[config.mk]
export PLATFORM = sky130hd
export DESIGN_NAME = serial_deframer
export DESIGN_NICKNAME = d
export VERILOG_FILES = /design/src/rtl/serial_pkg.sv /design/src/rtl/serial_bit_counter.sv /design/src/rtl/serial_deframer.sv
export SDC_FILE = /design/constraint.sdc
export NUM_CORES = 1
export LEC_CHECK = 0
export CAP_MARGIN = 20
export CORE_MARGIN = 2
export CORE_UTILIZATION = 51
export DETAILED_ROUTE_END_ITERATION = 8
export GPL_ROUTABILITY_DRIVEN = 0
export GPL_TIMING_DRIVEN = 1
export PLACE_DENSITY = 0.76
export SLEW_MARGIN = 20
export SYNTH_ARGS = -nofsm -noshare
export SYNTH_HDL_FRONTEND = slang
export SYNTH_SLANG_ARGS = --single-unit
[constraint.sdc]
create_clock -name clk -period 1.8 [get_ports clk]
set_clock_uncertainty 0.15 [all_clocks]
set_input_delay 0.45 -clock clk [delete_from_list [all_inputs] [get_ports clk]]
set_output_delay 0.45 -clock clk [all_outputs]
set_load 0.005 [all_outputs]
[src/rtl/serial_pkg.sv]
// serial_pkg: shared FSM state encoding and line-level constants for serial_deframer.
// Revision: 1.0
`default_nettype none

package serial_pkg;

  typedef enum logic [1:0] {
    IDLE   = 2'd0,
    DATA   = 2'd1,
    STOP   = 2'd2
`ifdef SERIAL_DEFRAMER_PARITY_EN
    ,
    PARITY = 2'd3
`endif
  } state_t;

  localparam logic IDLE_LEVEL = 1'b1;
  localparam logic START_BIT  = 1'b0;

endpackage

`default_nettype wire

[src/rtl/serial_bit_counter.sv]
// serial_bit_counter: loadable up-counter that saturates at TERMINAL and flags it.
// Revision: 1.0
`default_nettype none

module serial_bit_counter #(
  parameter int CNT_W    = 4,
  parameter int TERMINAL = 7
) (
  input  logic clk,
  input  logic rst,
  input  logic load,
  input  logic en,
  output logic tc
);

  logic [CNT_W-1:0] count;

  assign tc = (count == CNT_W'(TERMINAL));

  // Holding at the terminal value keeps the count from wrapping inside a frame.
  always_ff @(posedge clk or posedge rst) begin
    if (rst) begin
      count <= '0;
    end else if (load) begin
      count <= '0;
    end else if (en && !tc) begin
      count <= count + 1'b1;
    end
  end

endmodule

`default_nettype wire

[src/rtl/serial_deframer.sv]
// serial_deframer: start/data/[parity]/stop deframer with a one-word output holding register.
// Optional even parity bit enabled by macro SERIAL_DEFRAMER_PARITY_EN. Revision: 1.0
`default_nettype none

module serial_deframer
  import serial_pkg::*;
#(
  parameter int WIDTH = 8
) (
  input  logic             clk,
  input  logic             rst,
  input  logic             d,
  input  logic             bit_en,
  output logic [WIDTH-1:0] q,
  output logic             q_valid,
  input  logic             q_ready,
  output logic             frame_err,
  output logic             overrun,
  output logic             parity_err
);

  localparam int CNT_W = $clog2(WIDTH + 1);

  state_t           state;
  state_t           state_nxt;
  logic [WIDTH-1:0] shreg;
  logic             cnt_load;
  logic             cnt_en;
  logic             cnt_tc;
  logic             shift_en;
  logic             par_cap;
  logic             complete;

  serial_bit_counter #(
    .CNT_W    (CNT_W),
    .TERMINAL (WIDTH - 1)
  ) u_bit_counter (
    .clk  (clk),
    .rst  (rst),
    .load (cnt_load),
    .en   (cnt_en),
    .tc   (cnt_tc)
  );

  always_ff @(posedge clk or posedge rst) begin
    if (rst) begin
      state <= IDLE;
    end else begin
      state <= state_nxt;
    end
  end

  always_comb begin
    state_nxt = state;
    cnt_load  = 1'b0;
    cnt_en    = 1'b0;
    shift_en  = 1'b0;
    par_cap   = 1'b0;
    complete  = 1'b0;
    case (state)
      IDLE: begin
        if (bit_en && (d == START_BIT)) begin
          cnt_load  = 1'b1;
          state_nxt = DATA;
        end
      end
      DATA: begin
        if (bit_en) begin
          shift_en = 1'b1;
          if (cnt_tc) begin
`ifdef SERIAL_DEFRAMER_PARITY_EN
            state_nxt = PARITY;
`else
            state_nxt = STOP;
`endif
          end else begin
            cnt_en = 1'b1;
          end
        end
      end
`ifdef SERIAL_DEFRAMER_PARITY_EN
      PARITY: begin
        if (bit_en) begin
          par_cap   = 1'b1;
          state_nxt = STOP;
        end
      end
`endif
      STOP: begin
        if (bit_en) begin
          complete  = 1'b1;
          state_nxt = IDLE;
        end
      end
      default: begin
        state_nxt = IDLE;
      end
    endcase
  end

  // New bits enter at the top so the first data bit ends up in bit 0.
  always_ff @(posedge clk or posedge rst) begin
    if (rst) begin
      shreg <= '0;
    end else if (shift_en) begin
      shreg <= {d, shreg[WIDTH-1:1]};
    end
  end

  always_ff @(posedge clk or posedge rst) begin
    if (rst) begin
      q         <= '0;
      q_valid   <= 1'b0;
      frame_err <= 1'b0;
      overrun   <= 1'b0;
    end else begin
      if (complete) begin
        frame_err <= ~d;
        if (!q_valid || q_ready) begin
          q       <= shreg;
          q_valid <= 1'b1;
        end else begin
          overrun <= 1'b1;
        end
      end else if (q_valid && q_ready) begin
        q_valid <= 1'b0;
      end
    end
  end

`ifdef SERIAL_DEFRAMER_PARITY_EN
  logic par_bit;

  always_ff @(posedge clk or posedge rst) begin
    if (rst) begin
      par_bit    <= 1'b0;
      parity_err <= 1'b0;
    end else begin
      if (par_cap) begin
        par_bit <= d;
      end
      if (complete) begin
        parity_err <= (^shreg) ^ par_bit;
      end
    end
  end
`else
  assign parity_err = 1'b0;
  logic unused_par;
  assign unused_par = par_cap;
`endif

endmodule

`default_nettype wire

# == Word level (Yosys, flattened, before mapping) ==
# Index checks and enable logic that the tools add are counted.
# totals
register_bits,25
latch_bits,0
ramBits,0
mem_bits_ro,0
input_bits,5
output_inout_bits,12
memories,0
# op_classes
add_sub_neg,1
n_mul,0
div_mod_pow,0
n_lt_le_gt_ge,0
n_eq_ne,8
shifts,0
mux,18
bitwise_logic,2
reduce_logical,13
# ops
cell,n
1-bit two-way mux,11
2-bit two-way mux,4
4-bit two-way mux,2
"2-bit inequality test, second input constant",3
2-bit one-hot mux with 3 select lines,1
2-bit AND reduction,3
"4-bit by 1-bit adder with 4-bit output, second input constant",1
"4-bit by 3-bit == test with 1-bit output, second input constant",1
"2-bit by 1-bit inequality test with 1-bit output, second input constant",2
4-bit AND reduction,1
2-bit nonzero test,2
1-bit logical AND,3
"2-bit by 1-bit == test with 1-bit output, second input constant",1
"2-bit == test, second input constant",1
1-bit logical NOT,2
2-bit logical NOT,1
1-bit NOT,2
1-bit logical OR,1

# == Depth between registers and ports, before layout ==
# depth
word_depth,7
mapped_depth,4
depth_no_buf,4

# == Cells and area by module ==
# A second synthesis with hierarchy kept.
# unflattened
cells_unflattened,80
hier_area_um2,1117.3
# modules_own_cells
module,n_inst,cells_per_inst,area_each_um2
serial_deframer,1,59,902.1
serial_bit_counter,1,21,215.2

# == Least setup slack after synthesis ==
# No wires, ideal clock.
# synth_timing
kind,register -> register
startpoint,register u_bit_counter.count[0]
endpoint,register u_bit_counter.count[0]
setup_ns,0.069
t_arrival_ns,1.273
path_slack_ns,0.308
path_stages_with_launch,5
cell_sequence,dfrtp_1 -> ha_1 -> and3b_1 -> or4_1 -> nand3_1
# synth_via
elab_chain_len,6
# synth_rtl
element,line,rtl
start: declaration,serial_bit_counter.sv:16,logic [CNT_W-1:0] count;
start signal: assignment,serial_bit_counter.sv:27,count <= count + 1'b1;
4-bit by 3-bit == test with 1-bit output,serial_bit_counter.sv:18,assign tc = (count == CNT_W'(TERMINAL));
1-bit two-way mux,serial_deframer.sv:70,if (cnt_tc) begin
1-bit two-way mux,serial_deframer.sv:68,if (bit_en) begin
1-bit two-way mux,serial_deframer.sv:60,case (state)
1-bit logical AND,serial_bit_counter.sv:26,end else if (en && !tc) begin
2-bit nonzero test (no source line),-,
# Several ways; a longest one is shown, not always the timed one. The select of a mux whose other input is x is not followed.
# A chain may end at the register's enable or synchronous reset.

# == Worst setup path after layout ==
# layout_timing
startpoint,input bit_en
endpoint,register q[1]
# layout_via
elab_chain_len,3
# layout_rtl
element,line,rtl
start: declaration,serial_deframer.sv:13,"input logic bit_en,"
1-bit two-way mux,serial_deframer.sv:90,if (bit_en) begin
1-bit two-way mux,serial_deframer.sv:60,
2-bit AND reduction (no source line),-,
end signal: assignment,serial_deframer.sv:120,q <= shreg;
end: declaration,serial_deframer.sv:14,"output logic [WIDTH-1:0] q,"
# Every way passes these cells.

==> impl_metrics.yaml <==
status:
  outcome: "finished clean"
routing:
  drtAntennaViolNets: 0
  routed_wl_um: 2160
  num_vias: 758
  drt-pass1-iter-count: 4
  drt-wirelength-per-cell_um: 15.5
  viasPerCell: 5.45
  drt_iter0_drc: 9
  drc: 0
timing:
  setup_tns_ps: 0
  layout_worst_path_cycle_share_pct: 94.9
  layout_min_cycle_time_ps: 1710
  rsz0062_at_grt: "false"
  timing.hold.ws_ps: 295
  slew_violations: 0
  setup_viol: 0
  hold_viol: 0
  fmax_mhz: 585
floorplanning:
  rows: 16
  core_area_um2: 1980
  fp.dieH_um: 49.9
  die_x_um: 49.9
  io-pin-count: 17
  start_util_pct: 54.2
  dieArea_um2: 2490
setup_path:
  r2r_cells: 4
  end_kind: "flip-flop"
  ff2ff_setup_slack_ps: 180
  crit_fanout: 8
  critPathMaxStageDelay_ps: 540
  worstPathCellList: "clkdlybuf4s50_1 > nand3b_1 > nor2b_1 > buf_4 > mux2_2"
  cp_num_buf_inv: 2
  arrival_ps: 1770
  critPathTopFamily: "buffers and inverters"
  regToRegEndpoint: "u_bit_counter.count[0]"
  critical_path.slowest_cell: "clkdlybuf4s50_1"
  cp-start-kind: "input pin"
  crit_cells: 5
  worst_ep_required_time_ps: 1860
  path_class: "in -> reg"
  timing.rr.start: "u_bit_counter.count[0]"
synthesis:
  synth_seq_cells: 25
  synth_cells: 83
  yosysWarnings: 0
  synth.avg_cell_area_um2: 12.9
  synth_edf_count: 0
  syn-num-nets: 89
  synth_flop_cell: "dfrtp_1"
  syn_area_um2: 1070
  synth.distinct_cells: 29
  yosysSeqAreaShare_pct: 58.3
  async_reset_ff_share_pct: 100
cells_and_area:
  drive_gt1_share_pct: 32.1
  final_common_cell: "dfrtp_1"
  area_delta_synth_final_pct: 27.7
  final_nets: 119
  fin_area_um2: 1370
  n_fill_cell: 130
  antenna-diode-count: 0
  final_cell_mix: "25 x dfrtp_1, 16 x mux2_2, 13 x buf_4"
pwr:
  power_density_nw_per_um2: 1060
  p_leak_nw: 0.786
  peakVddDrop_v: 0.000930
clocking:
  cts_tree: "built"
  htreeDepth: 1
  clk_pin_slew_ps: 140
  cts_buffer_depth: 2
  cts-root-buf: "clkbuf_4"
  cts.sinks: 25
  numCtsBuffers: 3
  insertion_delay_ps: 320
global_routing:
  grt_pass1_wl_um: 3370
  grt_start_max_net_pins: 26
  grt_antenna_before_repair: 0
  grt_util_all_layers_pct: 18.0
  grt_pass1_vias: 748
  grt_overflow: 0
placement:
  post_dp_cell_area_um2: 1300
  dp.final_hpwl_um: 1450
  io_buffers: 15
min_path:
  hold_path_class: "in -> async"
run:
  max-cap-violations: 0
==> stage by stage <==
stage | util [%] | cells | setup slack [ps] | total power (W)
detailed placement | 65.5 | 131 | -254 | 0.00120
global route | 69.2 | 139 | 36.0 | 0.00153
floorplan | - | 83 | 308 | 0.00107
CTS | 67.2 | 136 | 3.19 | 0.00145
finish | 69.2 | 139 | 92.0 | 0.00145
global placement | 65.5 | 131 | -209 | 0.00116
==> sequential cells by signal, indices dropped and copies added (netlist names) <==
signal / flops
frame_err: 1
u_bit_counter.count: 4
q_valid: 1
shreg: 8
q: 8
state: 2
overrun: 1
==> area by class of cell <==
| cell class | instances | area [µm²] | area share, % |
|---|---|---|---|
| Clock buffer | 3 | 22.5 | 1.64 |
| Clock inverter | 1 | 7.51 | 0.547 |
| Inverter | 3 | 11.3 | 0.821 |
| Multi-Input combinational cell | 52 | 410 | 29.9 |
| Sequential cell | 25 | 626 | 45.6 |
| Tap cell | 27 | 33.8 | 2.46 |
| Timing Repair Buffer | 28 | 260 | 19.0 |
==> synthesized netlist by cell type, types with 2 or more instances <==
master / count / share of area (%)
buf_4: 2 / 1.4
dfrtp_1: 25 / 58
nand2b_1: 2 / 1.2
inv_1: 3 / 1.0
nand2_1: 3 / 1.0
a21oi_1: 2 / 0.93
o21ai_0: 4 / 1.9
nand3_1: 4 / 1.9
nand3b_1: 2 / 1.4
mux2_2: 16 / 17
nand4_1: 2 / 1.2
==> worst max-delay path by stage <==
stage | startpoint | end
after floorplan | u_bit_counter.count[0] | u_bit_counter.count[0]
after global placement | bit_en | q[0]
after detailed placement | bit_en | q[5]
after CTS | q_valid | q_valid
after global routing | bit_en | q[1]
final | bit_en | q[1]
==> worst register-to-register path: cells and delay by family (launching register included) <==
kind | cells | cell delay [ps]
AND/OR/NAND/NOR | 3 | 710
adder cells (fa/ha/maj) | 1 | 270
flip-flops | 1 | 440
==> where the power goes <==
| part | internal, W | leakage, nW | switching [W] |
|---|---|---|---|
| Clock | 0.0000850 | 0.0139 | 0.000171 |
| Combinational | 0.000208 | 0.456 | 0.000168 |
| Sequential | 0.000701 | 0.315 | 0.000116 |
==> kinds of logic after synthesis <==
| logic type | after synthesis | share of synthesized area, % |
|---|---|---|
| mux | 16 | 16.8 |
| compound gates | 13 | 7.81 |
| simple gates | 21 | 12.1 |
| other cells | 1 | 0.349 |
| flops | 25 | 58.3 |
| fa+ha+maj | 1 | 1.17 |
| buf+inv | 6 | 3.50 |
==> metal layers <==
metal	routed length (µm)	vias up	GRT usage, %
li1	-	355	-
met1	890	376	21.4
met2	1110	24	29.6
met3	137	3	7.27
met4	19	0	6.02
met5	0	-	0
==> repair_timing <==
action | in CTS | in global routing
resized for setup | 4 | 7
setup endpoints to repair | 4 | 7
setup buffers | 1 | 3
hold buffers | 0 | 0
gates cloned | 0 | 0
Power figures use the tool's default switching activity.
